`src/rtl/hazard_ctrl.sv`:
```
`default_nettype none
// ============================================================================
// Module  : hazard_ctrl
// Brief   : Pipeline stall/flush/forwarding control with data-memory handshake.
//           Optional stall-cycle counter enabled by macro HAZARD_PERF_EN.
// Revision: 1.0 - initial release
// ============================================================================
module hazard_ctrl (
  input  logic        clk,
  input  logic        rst,
  input  logic [4:0]  ID_Rs,
  input  logic [4:0]  ID_Rt,
  input  logic        ID_RsUsed,
  input  logic        ID_RtUsed,
  input  logic        ID_IsBranch,
  input  logic        ID_FlushReq,
  input  logic [4:0]  EX_Rs,
  input  logic [4:0]  EX_Rt,
  input  logic [4:0]  EX_RtRd,
  input  logic        EX_RegWrite,
  input  logic        EX_MemRead,
  input  logic        MEM_RegWrite,
  input  logic        MEM_MemRead,
  input  logic        MEM_MemWrite,
  input  logic [4:0]  MEM_RtRd,
  input  logic        WB_RegWrite,
  input  logic [4:0]  WB_RtRd,
  input  logic        IMem_Ready,
  input  logic        DMem_Ack,
  output logic        DMem_Req,
  output logic        IF_Stall,
  output logic        ID_Stall,
  output logic        EX_Stall,
  output logic        MEM_Stall,
  output logic        WB_Stall,
  output logic        IF_Flush,
  output logic [1:0]  ID_FwdRs,
  output logic [1:0]  ID_FwdRt,
  output logic [1:0]  EX_FwdRs,
  output logic [1:0]  EX_FwdRt,
  output logic [31:0] Perf_StallCycles
);

  localparam logic [1:0] D_IDLE = 2'd0;
  localparam logic [1:0] D_WAIT = 2'd1;
  localparam logic [1:0] D_DONE = 2'd2;

  localparam logic [1:0] c_FWD_RF  = 2'b00;
  localparam logic [1:0] c_FWD_MEM = 2'b01;
  localparam logic [1:0] c_FWD_WB  = 2'b10;

  logic [1:0] r_dState;
  logic [1:0] w_dNext;
  logic       w_memAccess;
  logic       w_memStall;
  logic       w_loadUse;
  logic       w_branchHaz;
  logic       w_idStall;

  function automatic logic [1:0] fwdSel(
    input logic [4:0] src,
    input logic       memWr,
    input logic [4:0] memDst,
    input logic       wbWr,
    input logic [4:0] wbDst
  );
    if (memWr && (memDst != 5'd0) && (memDst == src))
      return c_FWD_MEM;
    else if (wbWr && (wbDst != 5'd0) && (wbDst == src))
      return c_FWD_WB;
    else
      return c_FWD_RF;
  endfunction

  function automatic logic srcHit(
    input logic [4:0] dst,
    input logic [4:0] rs,
    input logic       rsUsed,
    input logic [4:0] rt,
    input logic       rtUsed
  );
    return (dst != 5'd0) && ((rsUsed && (dst == rs)) || (rtUsed && (dst == rt)));
  endfunction

  assign w_memAccess = MEM_MemRead | MEM_MemWrite;

  // D_DONE is a one-cycle release so the finished access is not reissued.
  always_comb begin
    w_dNext = r_dState;
    case (r_dState)
      D_IDLE:  if (w_memAccess) w_dNext = D_WAIT;
      D_WAIT:  if (DMem_Ack)    w_dNext = D_DONE;
      D_DONE:  w_dNext = D_IDLE;
      default: w_dNext = D_IDLE;
    endcase
  end

  always_ff @(posedge clk) begin
    if (!rst)
      r_dState <= D_IDLE;
    else
      r_dState <= w_dNext;
  end

  assign w_memStall  = (r_dState == D_WAIT) || ((r_dState == D_IDLE) && w_memAccess);
  assign w_loadUse   = EX_MemRead && srcHit(EX_RtRd, ID_Rs, ID_RsUsed, ID_Rt, ID_RtUsed);
  assign w_branchHaz = ID_IsBranch &&
                       ((EX_RegWrite && srcHit(EX_RtRd, ID_Rs, ID_RsUsed, ID_Rt, ID_RtUsed)) ||
                        (MEM_MemRead && srcHit(MEM_RtRd, ID_Rs, ID_RsUsed, ID_Rt, ID_RtUsed)));
  assign w_idStall   = w_memStall | w_loadUse | w_branchHaz;

  // Every control output is forced quiet while reset is held.
  assign DMem_Req  = rst & (r_dState == D_IDLE) & w_memAccess;
  assign MEM_Stall = rst & w_memStall;
  assign EX_Stall  = rst & w_memStall;
  assign WB_Stall  = 1'b0;
  assign ID_Stall  = rst & w_idStall;
  assign IF_Stall  = rst & (w_idStall | ~IMem_Ready);
  assign IF_Flush  = rst & ID_FlushReq & ~w_idStall;

  assign EX_FwdRs = rst ? fwdSel(EX_Rs, MEM_RegWrite, MEM_RtRd, WB_RegWrite, WB_RtRd) : c_FWD_RF;
  assign EX_FwdRt = rst ? fwdSel(EX_Rt, MEM_RegWrite, MEM_RtRd, WB_RegWrite, WB_RtRd) : c_FWD_RF;
  assign ID_FwdRs = rst ? fwdSel(ID_Rs, MEM_RegWrite, MEM_RtRd, WB_RegWrite, WB_RtRd) : c_FWD_RF;
  assign ID_FwdRt = rst ? fwdSel(ID_Rt, MEM_RegWrite, MEM_RtRd, WB_RegWrite, WB_RtRd) : c_FWD_RF;

`ifdef HAZARD_PERF_EN
  logic [31:0] r_stallCycles;

  always_ff @(posedge clk) begin
    if (!rst)
      r_stallCycles <= 32'd0;
    else if (w_idStall && (r_stallCycles != 32'hFFFF_FFFF))
      r_stallCycles <= r_stallCycles + 32'd1;
  end

  assign Perf_StallCycles = rst ? r_stallCycles : 32'd0;
`else
  assign Perf_StallCycles = 32'd0;
`endif

endmodule
`default_nettype wire
```
`config.mk`:
```
export PLATFORM = sky130hd
export DESIGN_NAME = hazard_ctrl
export DESIGN_NICKNAME = d
export VERILOG_FILES = /design/src/rtl/hazard_ctrl.sv
export SDC_FILE = /design/constraint.sdc
export NUM_CORES = 1
export LEC_CHECK = 0
export CORE_ASPECT_RATIO = 0.8
export CORE_MARGIN = 2
export CORE_UTILIZATION = 33
export CTS_CLUSTER_DIAMETER = 30
export DETAILED_ROUTE_END_ITERATION = 10
export PLACE_DENSITY = 0.83
export SYNTH_ARGS = -nofsm -noshare
export SYNTH_HDL_FRONTEND = slang
export SYNTH_SLANG_ARGS = --single-unit
```
`constraint.sdc`:
```
create_clock -name clk -period 3.4 [get_ports clk]
set_input_delay 1.02 -clock clk [delete_from_list [all_inputs] [get_ports clk]]
set_output_delay 1.02 -clock clk [all_outputs]
set_load 0.1 [all_outputs]
```
==> results by group <==
Outcome
  • Status: complete, but fails checks
  • Failing checks: setup timing

Worst setup path
  • Crit path kind: primary input to primary output
  • CP Capture Type: primary output
  • WP data required: 2.38 ns
  • Slowest cell on the critical path: clkdlybuf4s50_1
  • Critical Path AT: approximately 2.4 ns
  • Crit start category: primary input
  • Slowest cell delay on critical path: 0.52 ns
  • Crit Path Max Fanout: 2
  • Worst path cell trace: clkdlybuf4s50_1, nand2_2, nor4_2, buf_4, nor4_4, buf_12

Logic synthesis
  • Post-synthesis mux area share: 0%
  • Async set-or-reset flop fraction in the synthesized netlist: 0%
  • Area leader, netlist: buf_4
  • Area of the mapped netlist: approximately 0.0011 mm2
  • Synth Register Bits: 2
  • Seq/Total Area, Yosys: approximately 3.5%
  • Primary FF master, synth: dfxtp_1
  • Area contributors post-synth: buf_4, xnor2_1, xor2_1
  • Compound-cell area share of the yosys netlist: under 10%
  • Top cells by count, synth: buf_4, xnor2_1, xor2_1
  • Synth Area in Simple Gates: 22.4%
  • Post-synth EDFFs: 0
  • Synth unique cells: 27
  • Warnings, synthesis: 0
  • Mean post-synth cell area: 7.30 um2
  • Largest family of logic cells by synthesized area: XOR/XNOR gates
  • XOR/XNOR Fraction of Synth Area: 38.5%
  • Mapped Cells: approximately 160
  • Post-synth top area share: 23.7%
  • Most frequent cell after synthesis: buf_4
  • Synth Area in Adders: 0%

CTS
  • Clk_lat worst skew: 0.22 ns
  • CTS sink count: 2
  • CTS Hold Buffers Added: 0
  • H-tree depth: 1
  • Worst-path clk slew: 0.03 ns
  • TritonCTS clock tree: built
  • Clock buffer depth: 2
  • Clock tree root driver cell: clkbuf_8
  • Num CTS Buffers: 3

STA
  • # setup viols final: 6
  • Slew Limit Fails: 0
  • RSZ-0062 raised after global routing: true
  • FMAX: 291 MHz
  • Min Tclk post-route: 3.44 ns
  • Hold slack: 0.609 ns
  • Fin Clk Skew: 0.00112 ns
  • Final hold violation count: 0
  • Final period util: 101%
  • Crit path setup slack, layout: -0.0402 ns
  • Setup tns final: -0.136 ns

Place
  • Placed cell count: 295
  • Placed Area: 0.00220 mm2
  • GP Congestion: 0.872
  • Buffers on Ports: 62
  • Hpwl dp: between 3000 and 4000 um
  • Pre-CTS WS: -0.461 ns

Finish
  • Top flop regs: r_dState: 2 flops
  • Area grow syn2layout: 124%
  • Max FFs per register: 2
  • Fill count: roughly 210
  • Fin util: 75.5%
  • Post-route insts no fill: 307
  • Biggest register: r_dState
  • Post-route cell area: 0.00255 mm2
  • Fin nets: about 320
  • Fraction of layout cells with a size suffix above 1: 60.6%

Power and ir drop
  • Final Total Pwr: about 0.65 mW
  • Peak supply drop: about 0.23 mV
  • PD cells: between 200 and 300 mW/mm2
  • Lkg Pwr: about 1.2 nW

Drt
  • Drt pass-1 iters: 4
  • Final wirelength: 5650 um
  • Vias/cell: 4.97
  • Routed len/inst: 18.4 um
  • Antenna viol nets, final: 0
  • Drt initial violations: 65
  • Vias: about 1500
  • Drt drc: 0

Global routing
  • Initial antenna violation count: 1
  • Largest net degree at the start of global routing: 7
  • Aggregate global-route resource usage: 25.2%
  • GRT overflow: 0
  • First-pass GRT wire length: 7730 um
  • Vias in the first global route: 1495

Floorplan
  • Chip Height: 56.5 um
  • Die Area: 0.00394 mm2
  • Die X: 69.7 um
  • # IOs: 96
  • Initial Utilization: 33.7%
  • Core area: 0.00338 mm2
  • Number of cell rows: 19

Hold path
  • Hold WC Path Type: register to register

Flow run
  • Max-cap violations: 0
cell type report:
| class | instances | area [um2] | share of cell area [%] |
|---|---|---|---|
| diodes | 1 | 2.50 | 0.0981 |
| clock buffers | 3 | 41.3 | 1.62 |
| inverters | 1 | 3.75 | 0.147 |
| multi-input cells | 141 | 1310 | 51.4 |
| flip-flops and latches | 2 | 40.0 | 1.57 |
| well taps | 42 | 52.6 | 2.06 |
| repair buffers | 117 | 1100 | 43.1 |
repair_timing:
item	CTS	global route
resized for setup	146	58
endpoints found under the setup margin	12	10
setup buffers	8	3
pin swaps	37	32
cells in the final DEF, fill, tap and decap left out, drive strengths merged, types with 3 or more instances in the layout:
cell type	n
clkbuf	12
and3	3
or4	3
xnor2	30
nand2	7
xor2	20
and2	3
conb	33
dlygate4sd2	6
nor3	4
nor2	9
nor4	6
clkdlybuf4s50	5
dlymetal6s2s	7
nand3	8
a21oi	6
buf	88
report_power, final:
part	leakage, nW	internal, mW	switching [mW]
clock	0.0216	0.0753	0.0230
sequential	0.0165	0.0258	0.00370
combinational	1.16	0.171	0.349
total	1.20	0.272	0.375
path summary, 6_finish.rpt:
check / from / endpoint / slack, ns / depth (start not counted)
worst min-delay path: r_dState[0]$_SDFFE_PN0P_ / r_dState[0]$_SDFFE_PN0P_ / 0.61 / 2
worst min register to register: r_dState[0]$_SDFFE_PN0P_ / r_dState[0]$_SDFFE_PN0P_ / 0.61 / 2
worst max register to register: r_dState[1]$_SDFFE_PN0P_ / r_dState[0]$_SDFFE_PN0P_ / 2.35 / 3
worst max-delay path: MEM_RegWrite / EX_FwdRt[1] / -0.04 / 6
critical path: cells and delay by family:
kind          cells  cell delay, ns
buf+inv           3            0.87
simple gates      3            0.52
layer usage:
layer  up-vias  wire, um  global-route usage, %
li1        667         -                      -
met1       720      2160                   29.7
met2       107      2790                   43.7
met3        31       474                   5.92
met4         0       227                   11.3
met5         -         0                      0
logic make-up after synthesis:
group / after synthesis
DFF: 2
other: 1
buffers and inverters: 45
AOI/OAI and AO/OA: 12
and+or+nand+nor: 46
xor gates and xnor gates: 50
Power figures use the tool's default switching activity.
